**src/rtl/mem_arb_pkg.sv**
```systemverilog
// Shared defaults, FSM state type and requester indices for the data-memory port arbiter.
package mem_arb_pkg;

  localparam int unsigned NREQ_DEF = 3;
  localparam int unsigned AW_DEF   = 12;
  localparam int unsigned DW_DEF   = 32;

  localparam int unsigned REQ_CORE  = 0;
  localparam int unsigned REQ_UART  = 1;
  localparam int unsigned REQ_DEBUG = 2;

  typedef enum logic [1:0] {
    StIdle,
    StAccess,
    StRdata
  } state_e;

endpackage

```
**src/rtl/rr_pick.sv**
```systemverilog
// Combinational round-robin picker: first eligible index after last_grant, wrapping modulo NREQ.
module rr_pick #(
  parameter int unsigned NREQ = 3,
  parameter int unsigned IW   = $clog2(NREQ)
) (
  input  logic [NREQ-1:0] eligible_i,
  input  logic [IW-1:0]   last_grant_i,
  output logic            valid_o,
  output logic [IW-1:0]   index_o
);

  int unsigned w_c;

  always_comb begin
    valid_o = 1'b0;
    index_o = '0;
    w_c     = 0;
    for (int unsigned k = 1; k <= NREQ; k++) begin
      w_c = 32'(last_grant_i) + k;
      if (w_c >= NREQ) w_c = w_c - NREQ;
      if (!valid_o && eligible_i[w_c[IW-1:0]]) begin
        valid_o = 1'b1;
        index_o = w_c[IW-1:0];
      end
    end
  end

endmodule

```
**src/rtl/mem_port_arbiter.sv**
```systemverilog
// Single-port data-memory arbiter: round-robin among requesters, one command per ACCESS cycle,
// read data returned in the following RDATA cycle.
module mem_port_arbiter
  import mem_arb_pkg::*;
#(
  parameter int unsigned NREQ = NREQ_DEF,
  parameter int unsigned AW   = AW_DEF,
  parameter int unsigned DW   = DW_DEF
) (
  input  logic                      clk,
  input  logic                      Rst,
  input  logic                      prog,
  input  logic [NREQ-1:0]           req_i,
  input  logic [NREQ-1:0]           we_i,
  input  logic [NREQ-1:0][3:0]      be_i,
  input  logic [NREQ-1:0][AW-1:0]   addr_i,
  input  logic [NREQ-1:0][DW-1:0]   wdata_i,
  output logic [NREQ-1:0]           gnt_o,
  output logic [NREQ-1:0]           rvalid_o,
  output logic [DW-1:0]             rdata_o,
  output logic                      busy_o,
  output logic                      mem_wea,
  output logic [3:0]                mem_en,
  output logic [AW-1:0]             mem_addr,
  output logic [DW-1:0]             mem_din,
  input  logic [DW-1:0]             mem_dout
);

  localparam int unsigned IW = $clog2(NREQ);

  state_e          r_state;
  state_e          w_state_nxt;
  logic            r_we;
  logic [3:0]      r_be;
  logic [AW-1:0]   r_addr;
  logic [DW-1:0]   r_wdata;
  // Captured requester index doubles as last_grant for the round-robin search.
  logic [IW-1:0]   r_idx;

  logic [NREQ-1:0] w_idx_oh;
  logic [NREQ-1:0] w_prog_mask;
  logic [NREQ-1:0] w_elig;
  logic            w_arb;
  logic            w_valid;
  logic            w_take;
  logic [IW-1:0]   w_win;

  always_comb begin
    w_idx_oh        = '0;
    w_idx_oh[r_idx] = 1'b1;
    w_prog_mask     = '1;
    if (prog) begin
      w_prog_mask           = '0;
      w_prog_mask[REQ_UART] = 1'b1;
    end
    // The requester granted this cycle still holds req_i; it must not win again.
    w_elig = req_i & w_prog_mask & ((r_state == StAccess) ? ~w_idx_oh : '1);
  end

  rr_pick #(
    .NREQ (NREQ),
    .IW   (IW)
  ) u_rr_pick (
    .eligible_i   (w_elig),
    .last_grant_i (r_idx),
    .valid_o      (w_valid),
    .index_o      (w_win)
  );

  // A read ACCESS is always followed by RDATA, so no arbitration happens there.
  assign w_arb  = (r_state != StAccess) || r_we;
  assign w_take = w_arb && w_valid;

  always_ff @(posedge clk or posedge Rst) begin
    if (Rst) begin
      r_state <= StIdle;
    end else begin
      r_state <= w_state_nxt;
    end
  end

  always_comb begin
    w_state_nxt = r_state;
    unique case (r_state)
      StIdle:   w_state_nxt = w_take ? StAccess : StIdle;
      StAccess: begin
        if (!r_we) w_state_nxt = StRdata;
        else       w_state_nxt = w_take ? StAccess : StIdle;
      end
      StRdata:  w_state_nxt = w_take ? StAccess : StIdle;
      default:  w_state_nxt = StIdle;
    endcase
  end

  always_comb begin
    gnt_o    = '0;
    rvalid_o = '0;
    rdata_o  = '0;
    mem_wea  = 1'b0;
    mem_en   = 4'b0000;
    unique case (r_state)
      StAccess: begin
        gnt_o   = w_idx_oh;
        mem_wea = r_we;
        mem_en  = r_we ? r_be : 4'b1111;
      end
      StRdata: begin
        rvalid_o = w_idx_oh;
        rdata_o  = mem_dout;
      end
      default: ;
    endcase
  end

  assign busy_o   = (r_state != StIdle);
  assign mem_addr = r_addr;
  assign mem_din  = r_wdata;

  always_ff @(posedge clk or posedge Rst) begin
    if (Rst) begin
      r_we    <= 1'b0;
      r_be    <= 4'b0000;
      r_addr  <= '0;
      r_wdata <= '0;
      r_idx   <= IW'(NREQ - 1);
    end else if (w_take) begin
      r_we   <= we_i[w_win];
      r_be   <= be_i[w_win];
      r_addr <= addr_i[w_win];
      // mem_din keeps the last write data across reads.
      if (we_i[w_win]) r_wdata <= wdata_i[w_win];
      r_idx  <= w_win;
    end
  end

endmodule
```
**config.mk**
```make
export PLATFORM = sky130hd
export DESIGN_NAME = mem_port_arbiter
export DESIGN_NICKNAME = d
export VERILOG_FILES = /design/src/rtl/mem_arb_pkg.sv /design/src/rtl/rr_pick.sv /design/src/rtl/mem_port_arbiter.sv
export SDC_FILE = /design/constraint.sdc
export NUM_CORES = 1
export LEC_CHECK = 0
export ABC_AREA = 1
export CAP_MARGIN = 15
export CORE_UTILIZATION = 25
export DETAILED_ROUTE_END_ITERATION = 6
export HOLD_SLACK_MARGIN = 0.06
export SYNTH_ARGS = -nofsm -noshare
export SYNTH_HDL_FRONTEND = slang
export SYNTH_SLANG_ARGS = --single-unit
```
**constraint.sdc**
```tcl
create_clock -name clk -period 2.28 [get_ports clk]
set_input_delay 0.456 -clock clk [delete_from_list [all_inputs] [get_ports clk]]
set_output_delay 0.456 -clock clk [all_outputs]
set_load 0.01 [all_outputs]
```
==> run metrics <==
vias in the first global route about 4800; syn avg cell area a little over 6 sq um; Leakage 0.003998 uW; Slew @ Worst Pin 0.5233 ns; Switching Power ~7500 uW; area added between synthesis and finish 90.64%; Final #Nets 1167; Routed wire per std cell 14.23 um; largest net degree at the start of global routing 39; Tot GR Track Use around a fifth; share of layout cells above drive strength 1 11.86%; Worst Setup End Kind flip-flop; fin. max-slew vios 0; switching share of power between 40% and 50%; Initial DRT Pass Iterations 4; worst vdd ir 1.018 mV; Tmin final roughly 2.4 ns; global-route wire length before repair about 25 mm; die area 0.01714 sq mm; post-synthesis simple-gate area fraction a little over two fifths; DIE HEIGHT ~130 um; status complete, but fails checks; die extent in x 130.9 um; worst path cell trace inv_2 -> ha_4 -> inv_4 -> nand3_2 -> nand3_2 -> nand2_4 -> nand2_4 -> nor2_4 -> nand2_4 -> buf_12 -> nand2_8 -> buf_6 -> clkinvlp_4 -> o21ai_1 -> o21bai_1; Finished Layout Cells 1195; Mapped Cells 683; Mapped Nets between 800 and 900; DRC 0; worst relative slew slack 65.06%; post-synthesis mux area share 0%; initial core utilization 25.88%; Int Power 7596 uW; slowest stage delay, CP 0.54 ns; Worst path slowest cell dfstp_2; sequential area share after synthesis 31.95%; Root Driver clkbuf_16; Synth Area in Compound Gates 5.751%; Synth area leaders dfrtp_1, nand2_1, nand3_1, inv_1, nor2_1; total congestion overflow 0; placed instance count 1173; GPL Wtd Cong 0.8126; Hold Vio Cnt, Final 0; RSZ-0062 raised after global routing yes; IO buf count 272; initial antenna violation count 1; setup TNS -4.082 ns; data arrival time of the critical path 2.60 ns; failing checks setup timing; number of max-cap violations 0; largest family of logic cells by synthesized area simple AND/OR/NAND/NOR gates; DP HPWL 12.32 mm; power density cells 1909 mW/mm^2; Synth Warn # 0; Reg power frac 12.2%; total core area 0.01606 sq mm; synthesized area between 0.004 and 0.005 sq mm; fmax ~410 MHz; Initial DRC Count a little under 300; remaining antenna violation count 0; io pins 273; CTS tree done; area share of the largest cell type after synthesis 31.32%; Clk pwr share 5.0%; prevailing post-synth register cell dfrtp_1; Routed WL about 17 mm; synth unique cells 23; setup slack, reg-to-reg -0.14 ns; post-synthesis xor/xnor area fraction 0%; element type at the critical path start flip-flop; clk_lat worst skew 0.29 ns; Yosys reg bits 53; hold buffers post-CTS 0; Most common cell on crit path nand2_4; CP max FO 8; final worst path period share 106.2%; htree depth 2; Fin Hold WS 0.5003 ns; cell taking the most area after synthesis dfrtp_1; Max clock buf depth 2; std cell rows 46; Vias 5206; Tot Pwr roughly 15000 uW; Worst Hold Class reg -> reg; Async S/R FF share, synth 100.0%; Clock Skews 0.003188 ns; Synth Area in Adders around 1.5%; Critical Path RT between 2 and 2.5 ns; CTS sink cnt 53; cts bufs inserted 5; clk slew on worst S/H paths 0.07 ns; Post-synth EDFFs 0; Logic pwr share 82.8%; setup slack after layout -0.1420 ns; drt via density 4.356; # setup viols final 52; critical path type reg -> reg
==> power by group through the flow <==
stage               Sequential (uW)  Clock (uW)  Combinational (uW)
finish                         1850         761               12500
global route                   1900         819               13800
CTS                            1840         791               11800
detailed placement             1840           0               11100
global placement               1860           0               11000
floorplan                      2000           0                6710
==> cell usage in the layout (no fill, tap or decap), types with 4 or more instances in the layout <==
master	count
a21oi_1	15
buf_12	11
buf_4	31
buf_6	7
clkbuf_16	7
clkdlybuf4s50_1	267
dfrtp_1	52
dlygate4sd2_1	4
inv_1	127
inv_2	6
nand2_1	193
nand2_2	6
nand2_4	6
nand3_1	123
nand3_2	10
nand3_4	4
nand3b_1	6
nor2_1	54
o211ai_1	4
o21ai_0	6
o21ai_2	4
o21bai_1	7
==> per-stage QoR <==
stage               util [%]  setup WS (ns)  area [sq um]
global placement       45.93        -0.2538          7376
global route           49.33        -0.2614          7921
detailed placement     45.93        -0.2997          7376
CTS                    47.87       -0.08497          7687
finish                 49.33        -0.1420          7921
floorplan                  -       0.006954          4207
==> timing repair <==
action	4_1_cts	5_1_grt
setup endpoints to repair	85	89
pin swaps	2	15
hold endpoints to repair	0	0
gates cloned	2	2
buffers inserted	5	4
resized for setup	21	52
==> critical path, delay by kind of cell (launching register included) <==
family | cells | cell delay, ns
adder cells (fa/ha/maj) | 1 | 0.33
flip-flops | 1 | 0.54
AO/OA/AOI/OAI | 2 | 0.25
buffers and inverters | 5 | 0.53
AND/OR/NAND/NOR | 7 | 0.64
==> registers in the layout (all words and copies together), names as in the netlist <==
signal,count
mem_din,32
mem_addr,12
r_be,4
r_idx,2
r_state,2
r_we,1
==> synthesized netlist by cell type (6+ instances only) <==
library cell,instances
nand3_1,130
nor2_1,57
buf_4,8
a21oi_1,17
o21ai_0,13
nand2_1,200
nand3b_1,6
dfrtp_1,52
nand3_2,7
clkbuf_1,7
o21bai_1,7
inv_1,134
buf_2,21
==> final cells by class <==
cell class,count,area [sq um]
antenna,1,2.502
clock buffer,5,125.1
clock inverter,3,17.52
fill,1629,8137
inverter,136,524.3
multi-input combinational,455,2290
sequential,53,1328
tap,216,270.3
timing repair buffer,326,3364
==> cells by family after synthesis <==
group / count (synthesis)
AO/OA/AOI/OAI: 42
adder cells (fa/ha/maj): 5
buffers and inverters: 175
flip-flops: 53
AND/OR/NAND/NOR: 408
==> layer usage <==
| metal | GRT usage [%] | part of all wire [%] | up-vias |
|---|---|---|---|
| li1 | - | - | 2673 |
| met5 | 0 | 0 | - |
| met3 | 3.990 | 6.9 | 18 |
| met2 | 34.30 | 50 | 195 |
| met4 | 5.882 | 1.9 | 0 |
| met1 | 22.50 | 42 | 2320 |
==> worst paths after layout <==
kind                             startpoint            to  depth (start not counted)
max in group asynchronous               Rst   mem_addr[0]                          3
min in group asynchronous               Rst  mem_addr[11]                          2
worst min-delay path            mem_addr[1]   mem_addr[1]                          2
worst min register to register  mem_addr[1]   mem_addr[1]                          2
worst max-delay path               r_idx[1]       r_be[0]                         15
worst max register to register     r_idx[1]       r_be[0]                         15
Power figures use the tool's default switching activity.
